<file path="config.mk">
export PLATFORM = sky130hd
export DESIGN_NAME = memory_bus_arbiter
export DESIGN_NICKNAME = d
export VERILOG_FILES = /design/src/rtl/memory_bus_arbiter_pkg.sv /design/src/rtl/memory_bus_arbiter.sv
export SDC_FILE = /design/constraint.sdc
export NUM_CORES = 1
export LEC_CHECK = 0
export ABC_AREA = 1
export CORE_AREA = 2 2 114 116
export DETAILED_ROUTE_END_ITERATION = 7
export DIE_AREA = 0 0 116 118
export GPL_TIMING_DRIVEN = 0
export HOLD_SLACK_MARGIN = 0.06
export MAX_ROUTING_LAYER = met4
export PLACE_DENSITY = 0.86
export SLEW_MARGIN = 20
export SYNTH_ARGS = -nofsm -noshare
export SYNTH_HDL_FRONTEND = slang
export SYNTH_SLANG_ARGS = --single-unit
export TNS_END_PERCENT = 10
</file>
<file path="constraint.sdc">
create_clock -name clk -period 3.7 [get_ports clk]
set_input_delay 0.555 -clock clk [delete_from_list [all_inputs] [get_ports clk]]
set_output_delay 0.555 -clock clk [all_outputs]
set_load 0.05 [all_outputs]
</file>
<file path="src/rtl/memory_bus_arbiter_pkg.sv">
// Shared helpers for the memory bus arbiter.
// Only sizing arithmetic lives here; all encodings stay local to the arbiter.
package memory_bus_arbiter_pkg;

  function automatic int counter_width(input int max_count);
    int w;
    w = 1;
    while ((1 << w) < (max_count + 1)) w++;
    return w;
  endfunction

endpackage

</file>
<file path="src/rtl/memory_bus_arbiter.sv">
// Two-port (instruction/data) arbiter in front of a single memory port,
// with round-robin or data-priority arbitration and an optional response timeout.
module memory_bus_arbiter
  import memory_bus_arbiter_pkg::*;
#(
  parameter int ADDR_WIDTH     = 32,
  parameter int DATA_WIDTH     = 32,
  parameter int DATA_PRIORITY  = 0,
  parameter int TIMEOUT_CYCLES = 0
) (
  input  logic                  clk,
  input  logic                  reset,
  input  logic                  instr_read,
  input  logic [ADDR_WIDTH-1:0] instr_address,
  output logic [DATA_WIDTH-1:0] instr_read_data,
  output logic                  instr_response,
  input  logic                  data_read,
  input  logic                  data_write,
  input  logic [ADDR_WIDTH-1:0] data_address,
  input  logic [DATA_WIDTH-1:0] data_write_data,
  output logic [DATA_WIDTH-1:0] data_read_data,
  output logic                  data_response,
  output logic                  mem_read,
  output logic                  mem_write,
  output logic [ADDR_WIDTH-1:0] mem_address,
  output logic [DATA_WIDTH-1:0] mem_write_data,
  input  logic [DATA_WIDTH-1:0] mem_read_data,
  input  logic                  mem_response,
  output logic                  timeout_error
);

  typedef enum logic [1:0] {IDLE, GRANT_I, GRANT_D, DONE} state_t;

  localparam logic LAST_INSTR = 1'b0;
  localparam logic LAST_DATA  = 1'b1;
  localparam int   CNT_W      = counter_width(TIMEOUT_CYCLES);
  localparam logic [CNT_W-1:0] LAST_COUNT = CNT_W'(TIMEOUT_CYCLES - 1);

  state_t           state;
  logic             last_grant;
  logic [CNT_W-1:0] count;
  logic             data_req;
  logic             pick_data;
  logic             timed_out;

  // A tie goes to whichever port did not win last time, unless data has priority.
  always_comb begin
    data_req  = data_read | data_write;
    pick_data = 1'b0;
    if (data_req && !instr_read)
      pick_data = 1'b1;
    else if (data_req && instr_read)
      pick_data = (DATA_PRIORITY != 0) || (last_grant == LAST_INSTR);
    timed_out = (TIMEOUT_CYCLES != 0) && (count == LAST_COUNT);
  end

  always_ff @(posedge clk) begin
    if (reset) begin
      state           <= IDLE;
      last_grant      <= LAST_DATA;
      count           <= '0;
      mem_read        <= 1'b0;
      mem_write       <= 1'b0;
      mem_address     <= '0;
      mem_write_data  <= '0;
      instr_read_data <= '0;
      data_read_data  <= '0;
      instr_response  <= 1'b0;
      data_response   <= 1'b0;
      timeout_error   <= 1'b0;
    end else begin
      instr_response <= 1'b0;
      data_response  <= 1'b0;
      timeout_error  <= 1'b0;
      case (state)
        IDLE: begin
          if (data_req || instr_read) begin
            count <= '0;
            if (pick_data) begin
              state          <= GRANT_D;
              last_grant     <= LAST_DATA;
              mem_address    <= data_address;
              mem_write_data <= data_write_data;
              mem_write      <= data_write;
              mem_read       <= !data_write;
            end else begin
              state          <= GRANT_I;
              last_grant     <= LAST_INSTR;
              mem_address    <= instr_address;
              mem_write_data <= '0;
              mem_write      <= 1'b0;
              mem_read       <= 1'b1;
            end
          end
        end
        GRANT_I, GRANT_D: begin
          // A response landing on the final timeout cycle still completes normally.
          if (mem_response || timed_out) begin
            mem_read      <= 1'b0;
            mem_write     <= 1'b0;
            timeout_error <= !mem_response;
            state         <= DONE;
            if (state == GRANT_I) begin
              instr_response  <= 1'b1;
              instr_read_data <= mem_response ? mem_read_data : '0;
            end else begin
              data_response <= 1'b1;
              if (!mem_response)
                data_read_data <= '0;
              else if (mem_read)
                data_read_data <= mem_read_data;
            end
          end else begin
            count <= count + 1'b1;
          end
        end
        DONE:    state <= IDLE;
        default: state <= IDLE;
      endcase
    end
  end

endmodule
</file>
==> flow_summary.yaml, run 1 <==
floorplan:
  core_mm2: 0.0124
  ios: 267
  start_util: 0.434
  dieArea_mm2: 0.0137
  die_w_um: 116
  rows: 41
  fp.dieH_um: 118
power:
  power.leakage_nw: 3.80
  ir_drop_mv: 0.483
  p_per_area_mw_per_mm2: 802
  fin_total_pwr_mw: 7.15
clock_network:
  clock_sinks: 136
  post-cts-setup-buffer-count: 0
  cts.htree.levels: 4
  cts-hold-fix-buffers: 0
  cts_tree: "built"
  numCtsBuffers: 17
  cts-root-buf: "clkbuf_16"
  clockBufferDepth: 2
  cts_resized: 0
  clk_latency_ps: 420
  clkTransAtPathRegs_ps: 60
finish:
  instances_no_fill: 1222
  synthToLayoutAreaGrowth_pct: 65.3
  design_area_mm2: 0.00892
  final_nets: 1174
  antenna_cells: 0
  postLayoutCoreUtil: 0.718
  drive_gt1_frac: 0.0676
job:
  cap_violations: 0
setup_path:
  rr_endpoint: "data_read_data[3]"
  startpoint: "instr_read_data[0]"
  critical_path_arrival_ps: 1640
  slowest_stage: "clkdlybuf4s50_1"
  cp_num_cells: 1
  worstPathRequired_ps: 3140
  r2r_setup_slack_ps: 1960
  critPathMaxStageDelay_ps: 840
  crit_buf_inv: 1
  rr_worst_depth: 8
  crit_chain: "clkdlybuf4s50_1"
  endpoint_kind: "output pin"
  path_class: "flop to output pin"
  endpoint: "instr_read_data[0]"
  worstPathMaxFanout: 2
  critical_path.startpoint_type: "flop"
  critical-path-top-delay-family: "buffers and inverters"
  r2r_start: "state[0]"
global_route:
  overflow: 0
  grt_pass1_wl_um: 26400
  grt_max_degree: 17
  grt_pass1_vias: 5429
  grt_use_total: 0.252
  antenna_found_initial: 0
logic_synthesis:
  synth_compound_area_frac: 0.123
  synthAdderAreaFrac: 0.00696
  synth_top_area_share: 0.505
  syn_area_per_cell_um2: 7.16
  yosysWarnings: 0
  synth.most_common_cell: "nor2_1"
  ys_ff_latch: 136
  synth_commonest_cells: "231 x nor2_1, 145 x nand2_1, 136 x dfxtp_1"
  synth_top_family_by_area: "simple AND/OR/NAND/NOR gates"
  synth_edf_count: 0
  synth_seq_area_share: 0.505
  async_reset_ff_frac: 0
  syn-num-nets: 890
  yosysTopAreaCell: "dfxtp_1"
  synthFlopType: "dfxtp_1"
  synth_simple_gate_area_share: 0.277
  synthMuxAreaShare: 0
  syn_inst: 753
  synth_xor_area_frac: 0
  ys_types: 25
  netlist_top_cells_area: "dfxtp_1 50%, nor2_1 16%, nand2_1 10%"
  synth_area_mm2: 0.00539
sta:
  worst_clock_skew_ps: 3.11
  setup_tns_ps: 0
  slew_viol_final: 0
  rsz0062_at_grt: "false"
  period_minus_slack_ps: 2190
  worst_slack_ps: 1510
  hold_ws_ps: 423
  timing.final.hold_violations: 0
  worst_pin_slew_ps: 571
  max_freq_mhz: 456
  finalSetupViolCount: 0
  maxSlewHeadroom: 0.618
  fin_crit_sh: 0.593
detailed_routing:
  first_iter_violations: 269
  route.detailed.drc: 0
  vias_per_cell: 4.66
  routed_wl_um: 17200
  wl_per_cell_um: 14.1
  antenna_left: 0
  via_count: 5700
  first_pass_iters: 5
outcome:
  outcome: "finished, final reports clean"
worst_hold_path:
  hold_class: "input pin to flop"
placement:
  hpwlAfterDp_um: 12800
  placed_cell_area_mm2: 0.00826
  port_buffers: 265
  place.gp.congestion: 0.848
  post-place-ws_ps: 1660
  place_inst: 1190
power breakdown:
| part | internal [mW] | switching [mW] |
|---|---|---|
| clock | 1.23 | 0.639 |
| sequential | 1.83 | 0.185 |
| combinational | 1.10 | 2.16 |
| total | 4.16 | 2.99 |
final cells by class:
cell class,instances,area [µm²]
timing repair buffer,265,2650
sequential,136,2720
fill,1002,3500
inverter,47,176
multi-input combinational,523,2200
clock buffer,21,460
clock inverter,11,194
tap,172,215
buffer,47,293
layout by cell type, fill, tap and decap left out, types with 2 or more instances in the layout:
master / instances
ha_1: 3
buf_2: 15
buf_8: 2
nand2_1: 145
a21oi_1: 34
inv_2: 3
dfxtp_1: 136
inv_1: 44
bufinv_16: 5
clkinv_2: 2
clkbuf_16: 17
o21ai_0: 96
clkinv_4: 2
clkbuf_1: 17
buf_6: 5
nor2_1: 231
buf_4: 10
nand3_1: 3
clkdlybuf4s50_1: 265
clkbuf_8: 2
layer usage:
layer  track usage  part of all wire  up-vias
met1         0.269              0.40     2532
met2         0.431              0.49      230
met4         0.101             0.025        0
met5             -                 0        -
met3        0.0793             0.088       36
li1              -                 -     2902
state kept, by name, summed over array words and instances (netlist names):
name             flops
data_read_data      32
data_response        1
instr_read_data     32
instr_response       1
last_grant           1
mem_address         32
mem_read             1
mem_write            1
mem_write_data      32
state                2
timeout_error        1
worst min-delay path by stage:
stage                             from                  to  cells after the start
finish                           reset  mem_write_data[31]                      2
global route                     reset   mem_write_data[0]                      2
CTS                              reset  mem_write_data[31]                      2
detailed placement  mem_write_data[30]  mem_write_data[30]                      2
global placement            last_grant          last_grant                      2
floorplan                   last_grant          last_grant                      2
worst reg2reg max path, stage by stage, from the launching register on:
cell     delay, ps
dfxtp_1        330
inv_1           70
ha_1           380
nand2_2        110
nor3_4         270
inv_2          130
buf_6          160
nor2_1         120
nor2_1          70
logic make-up after synthesis:
kind of cell	count (synthesis)
buffers and inverters	94
adders and majority gates	3
DFF	136
and+or+nand+nor	387
other	1
AOI/OAI and AO/OA	132
No activity file was read; power rests on OpenSTA's default activity.
==> run 2: changes to the inputs <==
- CORE_AREA: 2 2 114 116 -> 2 2 120 122
- DIE_AREA: 0 0 116 118 -> 0 0 122 124
- PLACE_DENSITY: 0.86 -> 0.78
- clock period: 3.7 -> 2.15 ns (I/O delays scaled with it)
==> run 2 against run 1 <==
Count of clock-buffer cells in the layout down 2. Routed wire length down 2.0%. Critical endpoint is now mem_address[30]. First-iteration DRC count is 2.6% lower. Highest routed layer unchanged. Sequential share of layout area up 0.11 points. Sequential power increased by 71%. Register-to-register slack got worse by 1500 ps. Cell area decreased by 0.36%. Largest cell class unchanged. Final cell count is 0.65% higher. Utilization shrank 7.1 points.
==> flow_summary.yaml, run 2 (same netlist as run 1, synthesis figures left out) <==
finish:
  drive_gt1_frac: 0.0676
  fillers: 1207
  antenna_cells: 0
  register_area_mm2: 0.00272
  synthToLayoutAreaGrowth_pct: 64.7
  final_nets: 1174
  final_common_cell: "clkdlybuf4s50_1"
  multiInputGateArea_mm2: 0.00220
  mostFrequentLayoutCells: "265 x clkdlybuf4s50_1, 231 x nor2_1, 145 x nand2_1"
clock_network:
  clockBufferDepth: 2
  cts-root-buf: "clkbuf_16"
  clk_latency_ps: 420
  cts-hold-fix-buffers: 0
  numCtsBuffers: 17
  clock_sinks: 136
  cts_tree: "built"
  cts_resized: 0
  cts.htree.levels: 4
  post-cts-setup-buffer-count: 0
  clkTransAtPathRegs_ps: 60
power:
  p_per_area_mw_per_mm2: 1360
  ir_drop_mv: 0.624
  power.leakage_nw: 3.78
setup_path:
  r2r_setup_slack_ps: 430
  r2r_start: "state[0]"
  critical_path_arrival_ps: 1600
  critical_path.startpoint_type: "flop"
  path_class: "flop to output pin"
  crit_buf_inv: 1
  worstPathRequired_ps: 1830
  crit_chain: "clkdlybuf4s50_1"
  slowest_stage: "clkdlybuf4s50_1"
  endpoint_kind: "output pin"
  rr_worst_depth: 8
  worstPathMaxFanout: 2
  startpoint: "mem_address[30]"
  rr_endpoint: "data_read_data[29]"
  critPathMaxStageDelay_ps: 830
  critical-path-top-delay-family: "buffers and inverters"
global_route:
  grt_use_total: 0.224
  overflow: 0
  grt_pass1_wl_um: 25500
  grt_pass1_vias: 5142
  antenna_found_initial: 0
  grt_max_degree: 17
floorplan:
  ios: 267
  core_mm2: 0.0137
  rows: 43
  dieArea_mm2: 0.0151
  start_util: 0.393
  die_w_um: 122
  fp.dieH_um: 124
placement:
  post-place-ws_ps: 295
  hpwlAfterDp_um: 12500
  place.gp.congestion: 0.819
  port_buffers: 265
detailed_routing:
  via_count: 5584
  antenna_left: 0
  routed_wl_um: 16900
  first_iter_violations: 262
  wl_per_cell_um: 13.7
  first_pass_iters: 4
  vias_per_cell: 4.54
  route.detailed.drc: 0
sta:
  worst_clock_skew_ps: 6.97
  rsz0062_at_grt: "false"
  timing.final.hold_violations: 0
  maxSlewHeadroom: 0.629
  slew_viol_final: 0
  worst_pin_slew_ps: 555
  setup_tns_ps: 0
  period_minus_slack_ps: 1920
  max_freq_mhz: 521
  fin_crit_sh: 0.893
  finalSetupViolCount: 0
  worst_slack_ps: 229
job:
  cap_violations: 0
worst_hold_path:
  hold_class: "input pin to flop"
  worstHoldStart: "reset"
  hold_depth: 2
  hold_end: "mem_write_data[31]"
outcome:
  outcome: "finished, final reports clean"
[run 2: cell types whose count changed in the layout (fill, tap and decap cells not counted), sizes merged]
| cell | change |
|---|---|
| bufinv | -1 |
| clkbuf | -2 |
| clkinv | +4 |
| inv | -1 |
[run 2: routing by layer]
layer	global-route usage	share of wire	up-vias
li1	-	-	2909
met1	0.256	0.43	2474
met2	0.375	0.48	182
met3	0.0751	0.079	19
met4	0.0682	0.013	0
met5	-	0	-
[run 2: worst max-delay path by stage]
stage / end / depth (start not counted)
after floorplan: data_read_data[0] / 6
after global placement: mem_address[7] / 9
after detailed placement: mem_address[7] / 9
after CTS: mem_address[30] / 1
after global routing: instr_read_data[5] / 1
final: mem_address[30] / 1
[run 2: where the power goes]
group          leakage, nW  total (mW)  internal [mW]  switching [mW]
Clock                0.300        3.03           1.93            1.09
Combinational         2.37        5.60           1.89            3.71
Sequential            1.11        3.44           3.15           0.295
[run 2: area by class of cell]
| class | instances | share of cell area |
|---|---|---|
| clock inverter | 13 | 0.0201 |
| multi-input combinational | 523 | 0.248 |
| inverter | 47 | 0.0199 |
| buffer | 47 | 0.0330 |
| tap | 180 | 0.0254 |
| timing repair buffer | 265 | 0.299 |
| clock buffer | 19 | 0.0487 |
| sequential | 136 | 0.306 |
[run 2: stage by stage]
stage	utilization	cell area, µm²	hold slack, ps	std cells	power, mW
floorplan	-	5390	431	753	7.18
global placement	0.603	8270	446	1198	9.04
detailed placement	0.603	8270	450	1198	9.09
CTS	0.648	8880	193	1230	12.2
global route	0.648	8880	206	1230	12.7
finish	0.648	8880	205	1230	12.1
